File: config.mk
export PLATFORM = sky130hd
export DESIGN_NAME = eight_bit_one_to_two_demux_router_module_flat
export DESIGN_NICKNAME = d
export VERILOG_FILES = /design/src/rtl/eight_bit_one_to_two_demux_router_module_pkg.sv /design/src/rtl/eight_bit_one_to_two_demux_router_module_if.sv /design/src/rtl/eight_bit_one_to_two_demux_router_module_out_buffer.sv /design/src/rtl/eight_bit_one_to_two_demux_router_module.sv /design/src/flat_wrapper.sv
export SDC_FILE = /design/constraint.sdc
export NUM_CORES = 1
export LEC_CHECK = 0
export CAP_MARGIN = 20
export CORE_UTILIZATION = 38
export DETAILED_ROUTE_END_ITERATION = 6
export HOLD_SLACK_MARGIN = 0.12
export PLACE_DENSITY_LB_ADDON = 0.2
export SLEW_MARGIN = 40
export SYNTH_ARGS = -nofsm -noshare
export SYNTH_HDL_FRONTEND = slang
export SYNTH_SLANG_ARGS = --single-unit
File: constraint.sdc
create_clock -name clk -period 3.6 [get_ports clk]
set_input_delay 0.72 -clock clk [delete_from_list [all_inputs] [get_ports clk]]
set_output_delay 0.72 -clock clk [all_outputs]
set_load 0.005 [all_outputs]
File: src/rtl/eight_bit_one_to_two_demux_router_module_pkg.sv
// rtl/eight_bit_one_to_two_demux_router_module_pkg.sv - shared constants and occupancy encoding for the 1:2 byte router
package eight_bit_one_to_two_demux_router_module_pkg;

   localparam int          WIDTH       = 8;
   localparam int          COUNT_WIDTH = 8;
   localparam logic [1:0]  DEPTH       = 2'd2;

   // Encoding doubles as the number of bytes held, so it compares directly against DEPTH.
   typedef enum logic [1:0] {
      EMPTY = 2'd0,
      ONE   = 2'd1,
      TWO   = 2'd2
   } occ_state_t;

   function automatic logic [1:0] occ_level(input occ_state_t s);
      return 2'(s);
   endfunction

endpackage

File: src/rtl/eight_bit_one_to_two_demux_router_module_if.sv
// rtl/eight_bit_one_to_two_demux_router_module_if.sv - producer and two consumer handshakes of the 1:2 byte router
interface eight_bit_one_to_two_demux_router_module_if;
   import eight_bit_one_to_two_demux_router_module_pkg::*;

   logic                   in_valid;
   logic                   in_sel;
   logic [WIDTH-1:0]       in_data;
   logic                   in_ready;

   logic                   out0_valid;
   logic [WIDTH-1:0]       out0_data;
   logic                   out0_ready;
   logic [COUNT_WIDTH-1:0] out0_count;

   logic                   out1_valid;
   logic [WIDTH-1:0]       out1_data;
   logic                   out1_ready;
   logic [COUNT_WIDTH-1:0] out1_count;

   // slave is the router's view; master is the producer/consumer environment.
   modport slave (
      input  in_valid, in_sel, in_data, out0_ready, out1_ready,
      output in_ready, out0_valid, out0_data, out0_count,
             out1_valid, out1_data, out1_count
   );

   modport master (
      output in_valid, in_sel, in_data, out0_ready, out1_ready,
      input  in_ready, out0_valid, out0_data, out0_count,
             out1_valid, out1_data, out1_count
   );

endinterface

File: src/rtl/eight_bit_one_to_two_demux_router_module_out_buffer.sv
// rtl/eight_bit_one_to_two_demux_router_module_out_buffer.sv - per-output 2-entry FIFO with occupancy FSM and delivered-byte counter
module demux_out_buffer_module
   import eight_bit_one_to_two_demux_router_module_pkg::*;
(
   input  logic                   clk,
   input  logic                   reset_n,
   input  logic                   push,
   input  logic [WIDTH-1:0]       push_data,
   output logic                   can_accept,
   output logic                   valid,
   output logic [WIDTH-1:0]       data,
   input  logic                   ready,
   output logic [COUNT_WIDTH-1:0] count
);

   occ_state_t             state_q, state_d;
   logic [WIDTH-1:0]       head_q, head_d;
   logic [WIDTH-1:0]       tail_q, tail_d;
   logic [COUNT_WIDTH-1:0] count_q;
   logic                   pop;

   assign valid      = (state_q != EMPTY);
   assign can_accept = (occ_level(state_q) < DEPTH);
   assign data       = head_q;
   assign count      = count_q;
   assign pop        = valid && ready;

   always_ff @(posedge clk or negedge reset_n) begin
      if (!reset_n) begin
         state_q <= EMPTY;
         head_q  <= '0;
         tail_q  <= '0;
         count_q <= '0;
      end else begin
         state_q <= state_d;
         head_q  <= head_d;
         tail_q  <= tail_d;
         if (pop) begin
            count_q <= count_q + 1'b1;
         end
      end
   end

   // The head register always feeds the output; tail only holds the second byte.
   always_comb begin
      state_d = state_q;
      head_d  = head_q;
      tail_d  = tail_q;
      case (state_q)
         EMPTY: begin
            if (push) begin
               state_d = ONE;
               head_d  = push_data;
            end
         end
         ONE: begin
            if (push && pop) begin
               head_d = push_data;
            end else if (push) begin
               state_d = TWO;
               tail_d  = push_data;
            end else if (pop) begin
               state_d = EMPTY;
            end
         end
         TWO: begin
            if (pop) begin
               state_d = ONE;
               head_d  = tail_q;
            end
         end
         default: begin
            state_d = EMPTY;
         end
      endcase
   end

endmodule

File: src/rtl/eight_bit_one_to_two_demux_router_module.sv
// rtl/eight_bit_one_to_two_demux_router_module.sv - buffered 8-bit 1:2 demux steering each byte by in_sel
module eight_bit_one_to_two_demux_router_module
   import eight_bit_one_to_two_demux_router_module_pkg::*;
(
   input  logic                                   clk,
   input  logic                                   reset_n,
   eight_bit_one_to_two_demux_router_module_if.slave bus
);

   logic [1:0] can_accept;
   logic       push0;
   logic       push1;

   // Readiness follows only the addressed buffer, so a stalled consumer never blocks the other.
   assign bus.in_ready = reset_n && can_accept[bus.in_sel];
   assign push0        = bus.in_valid && bus.in_ready && !bus.in_sel;
   assign push1        = bus.in_valid && bus.in_ready &&  bus.in_sel;

   demux_out_buffer_module u_out0 (
      .clk        (clk),
      .reset_n    (reset_n),
      .push       (push0),
      .push_data  (bus.in_data),
      .can_accept (can_accept[0]),
      .valid      (bus.out0_valid),
      .data       (bus.out0_data),
      .ready      (bus.out0_ready),
      .count      (bus.out0_count)
   );

   demux_out_buffer_module u_out1 (
      .clk        (clk),
      .reset_n    (reset_n),
      .push       (push1),
      .push_data  (bus.in_data),
      .can_accept (can_accept[1]),
      .valid      (bus.out1_valid),
      .data       (bus.out1_data),
      .ready      (bus.out1_ready),
      .count      (bus.out1_count)
   );

endmodule

File: src/flat_wrapper.sv
// flat-port wrapper written by rule: the top's interface ports become plain ports
module eight_bit_one_to_two_demux_router_module_flat import eight_bit_one_to_two_demux_router_module_pkg::*;
  (clk, reset_n, bus_in_valid, bus_in_sel, bus_in_data, bus_out0_ready, bus_out1_ready, bus_in_ready, bus_out0_valid, bus_out0_data, bus_out0_count, bus_out1_valid, bus_out1_data, bus_out1_count);
  eight_bit_one_to_two_demux_router_module_if bus_i ();
  input  logic clk;
  input  logic reset_n;
  input wire logic [$bits(bus_i.in_valid)-1:0] bus_in_valid;
  input wire logic [$bits(bus_i.in_sel)-1:0] bus_in_sel;
  input wire logic [$bits(bus_i.in_data)-1:0] bus_in_data;
  input wire logic [$bits(bus_i.out0_ready)-1:0] bus_out0_ready;
  input wire logic [$bits(bus_i.out1_ready)-1:0] bus_out1_ready;
  output wire logic [$bits(bus_i.in_ready)-1:0] bus_in_ready;
  output wire logic [$bits(bus_i.out0_valid)-1:0] bus_out0_valid;
  output wire logic [$bits(bus_i.out0_data)-1:0] bus_out0_data;
  output wire logic [$bits(bus_i.out0_count)-1:0] bus_out0_count;
  output wire logic [$bits(bus_i.out1_valid)-1:0] bus_out1_valid;
  output wire logic [$bits(bus_i.out1_data)-1:0] bus_out1_data;
  output wire logic [$bits(bus_i.out1_count)-1:0] bus_out1_count;
  assign bus_i.in_valid = bus_in_valid;
  assign bus_i.in_sel = bus_in_sel;
  assign bus_i.in_data = bus_in_data;
  assign bus_i.out0_ready = bus_out0_ready;
  assign bus_i.out1_ready = bus_out1_ready;
  assign bus_in_ready = bus_i.in_ready;
  assign bus_out0_valid = bus_i.out0_valid;
  assign bus_out0_data = bus_i.out0_data;
  assign bus_out0_count = bus_i.out0_count;
  assign bus_out1_valid = bus_i.out1_valid;
  assign bus_out1_data = bus_i.out1_data;
  assign bus_out1_count = bus_i.out1_count;
  eight_bit_one_to_two_demux_router_module u_core (.clk(clk), .reset_n(reset_n), .bus(bus_i));
endmodule
# --- Word-level counts from Yosys, hierarchy flattened ---
# Index checks and enable logic that the tools add are counted.
# W data, S select, Z words.
classes:
  n_addsub: 2
  magnitude_cmp: 3
  eq_ne: 14
  muxes: 22
  bitwise: 2
  reduce_logical: 21
ops:
  columns: ["op", "n"]
  rows:
  - ["$mux W8", 6]
  - ["$pmux W8 S3", 2]
  - ["$mux W2", 10]
  - ["$add A8 B1 Y8 const B", 2]
  - ["$ne A2 B2 Y1 const B", 8]
  - ["$reduce_and A4 Y1", 4]
  - ["$pmux W2 S3", 2]
  - ["$logic_and A1 B1 Y1", 8]
  - ["$ne A3 B3 Y1 const B", 2]
  - ["$reduce_and A3 Y1", 2]
  - ["$reduce_bool A3 Y1", 2]
  - ["$eq A2 B1 Y1 const B", 2]
  - ["$eq A2 B2 Y1 const B", 2]
  - ["$logic_not A2 Y1", 2]
  - ["$lt A2 B2 Y1 const B", 2]
  - ["$reduce_bool A2 Y1", 2]
  - ["$lt A1 B2 Y1 const B", 1]
  - ["$mux W1", 2]
  - ["$not A1 Y1", 2]
  - ["$logic_not A1 Y1", 1]
totals:
  reg_bits: 52
  inputBits: 14
  output_inout_bits: 35
  elab_cells: 72

# --- Logic depth before layout (Yosys ltp) ---
# Gate-level depths: netlist of the first run.
logic_depth:
  ltp_word: 9
  ltp_mapped: 5
  mapped_depth_nobuf: 4

# --- Cells and area by module ---
# Synthesis of the first run repeated with hierarchy kept, for this count alone.
hier_totals:
  hier_cells: 180
  area_unflattened_um2: 2492.4
modules_own_cells:
  columns: ["mod", "n_inst", "cells_each", "area_per_inst_um2", "seq_area_each_um2"]
  rows:
  - ["demux_out_buffer_module", 2, 87, 1226.2, 650.6]
  - ["eight_bit_one_to_two_demux_router_module", 1, 6, 40.0, 0.0]

# --- Least setup slack after synthesis of the first run ---
# Ideal clock, no wire load.
synth_timing:
  kind: "in2reg"
  from: "input bus_in_sel"
  to: "register u_core.u_out0.tail_q[0]"
  setup_ns: 0.125
  t_arrival_ns: 1.619
  required_ns: 3.475
  setup_slack_ns: 1.856
  cell_stages: 4
  n_path_buf: 1
  path_cell_list: "nand4bb_4 > or2_1 > buf_6 > mux2_4"
synth_between:
  elab_chain_cells: 8
  elab_cells_between_ends: 9
  classes_between: "2 x mux; 1 x bitwise; 6 x reduce/logical"
synth_lines:
  columns: ["item", "line_no", "source"]
  rows:
  - ["start: declaration", "flat_wrapper.sv:8", "input wire logic [$bits(bus_i.in_sel)-1:0] bus_in_sel;"]
  - ["$mux W1 (implied by the code) (2 in a row)", "eight_bit_one_to_two_demux_router_module.sv:15", "assign bus.in_ready = reset_n && can_accept[bus.in_sel];"]
  - ["$logic_and A1 B1 Y1", "eight_bit_one_to_two_demux_router_module.sv:15", null]
  - ["$logic_and A1 B1 Y1", "eight_bit_one_to_two_demux_router_module.sv:16", "assign push0 = bus.in_valid && bus.in_ready && !bus.in_sel;"]
  - ["$logic_and A1 B1 Y1 *", "eight_bit_one_to_two_demux_router_module.sv:16", null]
  - ["$logic_and A1 B1 Y1", "eight_bit_one_to_two_demux_router_module_out_buffer.sv:57", "if (push && pop) begin"]
  - ["$not A1 Y1 (no line)", null, null]
  - ["$reduce_and A3 Y1 (no line) *", null, null]
  - ["end signal: assignment", "eight_bit_one_to_two_demux_router_module_out_buffer.sv:37", "tail_q <= tail_d;"]
  - ["end: declaration", "eight_bit_one_to_two_demux_router_module_out_buffer.sv:18", "logic [WIDTH-1:0] tail_q, tail_d;"]
# Every way passes the cells marked *; elsewhere a longest branch is shown, timed or not. The select of a mux whose other input is x is not followed.
# A chain may end at the register's enable or synchronous reset.

# --- Worst setup path after layout of the first run ---
layout_timing:
  from: "input bus_in_sel"
  to: "output bus_in_ready"
layout_between:
  elab_chain_cells: 3
layout_lines:
  columns: ["item", "line_no", "source"]
  rows:
  - ["$mux W1 (implied by the code) (2 in a row)", "eight_bit_one_to_two_demux_router_module.sv:15", null]
  - ["$logic_and A1 B1 Y1", "eight_bit_one_to_two_demux_router_module.sv:15", null]
  - ["end: declaration", "flat_wrapper.sv:12", "output wire logic [$bits(bus_i.in_ready)-1:0] bus_in_ready;"]
# No other way between the ends. The select of a mux whose other input is x is not followed.

==> results of run 1 <==
-- layer usage --
layer,track usage,vias up,routed length [um]
met3,0.0409,7,180
met4,0.0482,0,58
met5,0,-,0
met1,0.225,777,2250
li1,-,745,-
met2,0.231,37,2010
-- registers in the layout (all words and copies together) (netlist names) --
name                   cells
u_core.u_out1.count        8
u_core.u_out0.tail_q       8
u_core.u_out1.state_q      2
u_core.u_out1.tail_q       8
u_core.u_out1.data         8
u_core.u_out0.count        8
u_core.u_out0.state_q      2
u_core.u_out0.data         8
-- stage by stage --
stage                     hold slack (ns)  utilization  instance area, sq um  total power (W)  instances
after floorplan                     0.424            -                  2320          0.00151        174
after global placement              0.458        0.482                  2850          0.00194        291
after global routing                0.308        0.497                  2940          0.00244        299
after detailed placement            0.455        0.482                  2850          0.00195        291
final                               0.299        0.497                  2940          0.00227        299
after CTS                           0.301        0.497                  2940          0.00230        299
-- area by class of cell --
cell class | count | share of cell area
clock buffer | 5 | 0.0234
clock inverter | 3 | 0.00722
inverter | 1 | 0.00127
multi-input combinational | 114 | 0.330
sequential | 52 | 0.442
tap | 75 | 0.0319
timing repair buffer | 49 | 0.164
-- logic make-up (layout without fill, tap and decap cells) --
group,after synthesis,count (layout),synth area share
buffers and inverters,8,58,0.0215
muxes,20,20,0.109
AOI/OAI and AO/OA,43,43,0.145
DFF,52,52,0.560
and+or+nand+nor,34,34,0.0964
adders and majority gates,2,2,0.0108
xor gates and xnor gates,15,15,0.0565
-- placed cells by master (no fill, tap or decap), types with 2 or more instances in the layout --
cell type and instances:
dfrtp_1 52, o21bai_2 2, nand2_1 9, a21boi_2 2, nand4_1 4, o22ai_1 16, ha_1 2, mux2_4 8
xor2_1 9, nor2_1 5, nand2b_1 2, o211ai_1 2, clkdlybuf4s50_1 47, nor3_1 4, clkbuf_8 5, mux2_2 11
o2bb2a_1 2, xnor2_1 6, a2bb2oi_1 14, a21oi_1 2
-- power groups by stage --
stage	combinational, W	clock, W	sequential [W]
2_1_floorplan	0.000493	0	0.00101
3_3_place_gp	0.000895	0	0.00105
3_5_place_dp	0.000904	0	0.00105
4_1_cts	0.000911	0.000352	0.00104
5_1_grt	0.000996	0.000371	0.00108
6_report	0.000897	0.000336	0.00104
-- path summary, 6_finish.rpt --
check	slack (ns)	startpoint	endpoint	depth (start not counted)
max	0.80	bus_in_sel	bus_in_ready	4
min	0.30	reset_n	u_core.u_out0.state_q[1]	1
max reg2reg	1.78	u_core.u_out1.state_q[1]	u_core.u_out1.tail_q[0]	3
min reg2reg	0.47	u_core.u_out1.count[7]	u_core.u_out1.count[7]	1
max in group asynchronous	2.45	reset_n	u_core.u_out1.data[5]	2
min in group clk	0.47	u_core.u_out1.count[7]	u_core.u_out1.count[7]	1
-- synth_stat cells, types with 2 or more instances --
cell type,n
dfrtp_1,52
xnor2_1,6
a21boi_2,2
nor3_1,4
ha_1,2
a2bb2oi_1,14
a21oi_1,2
o211ai_1,2
o22ai_1,16
buf_2,4
o2bb2a_1,2
nand2_1,9
mux2_4,8
mux2_2,11
nand4_1,4
nand2b_1,2
o21bai_2,2
buf_6,2
nor2_1,5
xor2_1,9
-- worst max-delay path: stages --
cell	delay [ns]
clkdlybuf4s50_1	0.55
mux2i_1	0.19
and2_1	0.13
clkdlybuf4s50_1	0.49
==> impl_metrics.ini, run 1 <==
[routing]
finalWirelength_um = 4490
initialDrtViolationCount = 84
postRouteAntennaNets = 0
post_drt_wl_per_cell_um = 15.0
drc = 0
viasPerCell = 5.24
drtPass1Iterations = 4
vias = 1566

[global_route]
track_usage = 0.157
grt_pass1_wl_um = 7620
grt_max_degree = 45
grt_pass1_vias = 1532
overflow = 0
antenna_found_initial = 0

[logic_synthesis]
synth_area_sq_um = 2320
synth_area_leaders = dfrtp_1 (56%), mux2_2 (5.3%), a2bb2oi_1 (5.3%)
yosysSeqAreaShare = 0.560
ys_types = 36
async_reset_ff_frac = 1.00
yosys.area.top_type = dfrtp_1
syn-mean-instance-area_sq_um = 13.4
synthFlopType = dfrtp_1
synth_fp_nets = 190
ys.warnings.count = 0
synth_top_area_frac = 0.560
synth-edff-count = 0
netlist_instances = 174
synth_seq_cells = 52

[die]
io_pins = 49
row_count = 28
die_x_um = 80.2
coreArea_sq_um = 5920
start_util = 0.392
die-area_sq_um = 6430
die_h_um = 80.2

[setup_path]
crit_fanout = 3
start_kind = input pin
cp.arrival_ns = 2.08
required_ns = 2.88
endpoint_kind = output pin
critPathKind = input pin to output pin

[sta]
worst_pin_slew_ns = 0.550
finalSetupTns_ns = 0
finalCritPeriodShare = 0.778
setup_ws_ns = 0.799
fin_worst_skew_ns = 0.00503
hold_viol = 0
layout_min_cycle_time_ns = 2.80
final-max-slew-violation-count = 0
relSlewSlack = 0.634
rsz0062_at_grt = no
finalSetupViolations = 0
max_clock_freq_mhz = 357

[placement]
hpwl_um = 3150
port_buffers = 48
place.gp.congestion = 0.729
place_ws_ns = 0.791

[outcome]
run_status = finished, final reports clean

[clock_network]
clkSinkCount = 52
hold_buffers = 0
insertion_delay_ns = 0.31
cts_root_buf = clkbuf_8
clkTransAtPathRegs_ns = 0.09
cts_buffers = 5
cts_max_path_buffers = 2
cts_resized = 0
htreeDepth = 2
cts_tree = yes
post-cts-setup-buffers = 0

[power]
vdd_ir_drop_max_mv = 0.335
p_int_w = 0.00157
sw_frac_of_total = 0.308
p_sw_w = 0.000701
clkPwrFrac = 0.148
p_per_area_nw_per_um2 = 772
seq_power_share = 0.458
p_leak_nw = 1.29
p_comb_frac = 0.394

[final_layout]
diodes = 0
multiInputGateArea_sq_um = 972
drive_gt1_frac = 0.165
area_growth_syn_to_layout_pct = 26.7
nNetsFinal = 239
regArea_sq_um = 1300
nFillCells = 533

[flow_run]
cap_violations = 0

[min_path]
hold_path_class = input pin to asynchronous set/reset pin
Power figures use the tool's default switching activity.
==> run 2, diff against run 1 <==
==> constraint.sdc (replaced) <==
create_clock -name clk -period 2.3 [get_ports clk]
set_input_delay 0.46 -clock clk [delete_from_list [all_inputs] [get_ports clk]]
set_output_delay 0.46 -clock clk [all_outputs]
set_load 0.005 [all_outputs]
==> run 2 against run 1 <==
Against the previous run:
- clock skew increased by 0.0068 ns
- largest cell class unchanged
- die area unchanged
- worst hold slack got worse by 0.066 ns
- clock power increased by 63%
- critical path depth unchanged
- worst setup slack got worse by 0.72 ns
- design area increased by 2.3%
- power increased by 59%
- critical path type unchanged
- register-to-register slack got worse by 1.1 ns
- sequential power increased by 57%
- via count decreased by 2.1%
- count of clock-buffer cells in the layout unchanged
==> impl_metrics.ini, run 2 (synthesized netlist as in run 1, its figures left out) <==
[clock_network]
insertion_delay_ns = 0.31
clkTransAtPathRegs_ns = 0.10
cts_root_buf = clkbuf_8
cts_tree = yes
cts_max_path_buffers = 2
cts_buffers = 5
post-cts-setup-buffers = 0
clkSinkCount = 52
htreeDepth = 2

[final_layout]
fin_cells = 307
area_growth_syn_to_layout_pct = 29.6
final_common_cell = dfrtp_1
layout_common_cells = dfrtp_1 (52), clkdlybuf4s50_1 (47), o22ai_1 (16)
regArea_sq_um = 1300
final_area_sq_um = 3010
nNetsFinal = 247
drive_gt1_frac = 0.190
diodes = 0
multiInputGateArea_sq_um = 972
nFillCells = 543

[routing]
drtPass1Iterations = 4
viasPerCell = 4.99
drc = 0
initialDrtViolationCount = 38
post_drt_wl_per_cell_um = 14.9
vias = 1533
postRouteAntennaNets = 0
finalWirelength_um = 4560

[setup_path]
required_ns = 1.84
critPathKind = input pin to output pin
cp_cell_sequence = clkdlybuf4s50_1 -> mux2i_1 -> and2_1 -> clkdlybuf4s50_1
endpoint_kind = output pin
worst_path_most_repeated_cell = clkdlybuf4s50_1
crit_path_max_incr_delay_ns = 0.50
cp.arrival_ns = 1.76
start_kind = input pin
cp_slowest_cell = clkdlybuf4s50_1
r2r_start = u_core.u_out1.state_q[1]
worstSetupStartpoint = bus_in_sel
crit_fanout = 2
rrSetupSlack_ns = 0.67

[global_route]
antenna_found_initial = 0
grt_pass1_wl_um = 7550
grt_max_degree = 34
grt_pass1_vias = 1485
track_usage = 0.158
overflow = 0

[placement]
place_inst = 298
hpwl_um = 3250
dpl-instance-area_sq_um = 2910
port_buffers = 48
place.gp.congestion = 0.721

[sta]
finalSetupViolations = 0
layout_min_cycle_time_ns = 2.22
final-max-slew-violation-count = 0
finalCritPeriodShare = 0.967
rsz0062_at_grt = no
finalSetupTns_ns = 0
max_clock_freq_mhz = 449
hold_viol = 0
fin_worst_skew_ns = 0.0118
worst_pin_slew_ns = 0.486
relSlewSlack = 0.676

[die]
die_h_um = 80.2
die_x_um = 80.2
coreArea_sq_um = 5920
row_count = 28
io_pins = 49
die-area_sq_um = 6430
start_util = 0.392

[flow_run]
cap_violations = 0

[min_path]
hold_path_class = input pin to asynchronous set/reset pin

[power]
p_per_area_nw_per_um2 = 1200
vdd_ir_drop_max_mv = 0.482
finalPower_w = 0.00360
p_leak_nw = 1.33

[outcome]
run_status = finished, final reports clean
-- run 2: layout make-up --
cell class                      instances  share of cell area
Clock buffer                            5              0.0229
Clock inverter                          3             0.00872
Inverter                                1             0.00125
Multi-Input combinational cell        114               0.323
Sequential cell                        52               0.432
Tap cell                               75              0.0312
Timing Repair Buffer                   57               0.181
-- run 2: path summary, 6_finish.rpt --
kind,end,cells past startpoint
max,bus_in_ready,4
min,u_core.u_out0.count[0],2
max reg2reg,u_core.u_out1.tail_q[1],3
min reg2reg,u_core.u_out1.count[7],1
max in group asynchronous,u_core.u_out1.state_q[0],2
min in group clk,u_core.u_out1.count[7],1
-- run 2: report_power, final --
part           leakage (nW)  total (W)  internal [W]  switching [W]
logic                 0.635    0.00143      0.000961       0.000469
clock network        0.0491   0.000546      0.000224       0.000321
registers             0.642    0.00163       0.00131       0.000322
total                  1.33    0.00360       0.00249        0.00111
-- run 2: what timing repair did --
| item | in CTS | in global routing |
|---|---|---|
| resized for setup | 0 | 0 |
| hold buffers | 1 | 0 |
| hold endpoints to repair | 7 | 0 |
-- run 2: routing by layer --
metal	track usage	up-vias	wire length, um
li1	-	764	-
met1	0.236	728	2320
met2	0.220	35	1990
met3	0.0420	6	191
met4	0.0482	0	57
met5	0	-	0
-- run 2: worst max-delay path, delay by kind of cell --
family / cells / cell delay [ns]
AND/OR/NAND/NOR: 1 / 0.14
multiplexers: 1 / 0.17
buffers and inverters: 2 / 0.99
-- run 2: per-stage QoR --
step            util  hold slack, ns  setup WS, ns
6_report       0.509           0.234        0.0751
5_1_grt        0.509           0.242        0.0362
4_1_cts        0.509           0.241        0.0688
3_5_place_dp   0.491           0.390        0.0711
3_3_place_gp   0.491           0.377        0.0998
2_1_floorplan      -           0.164         0.796
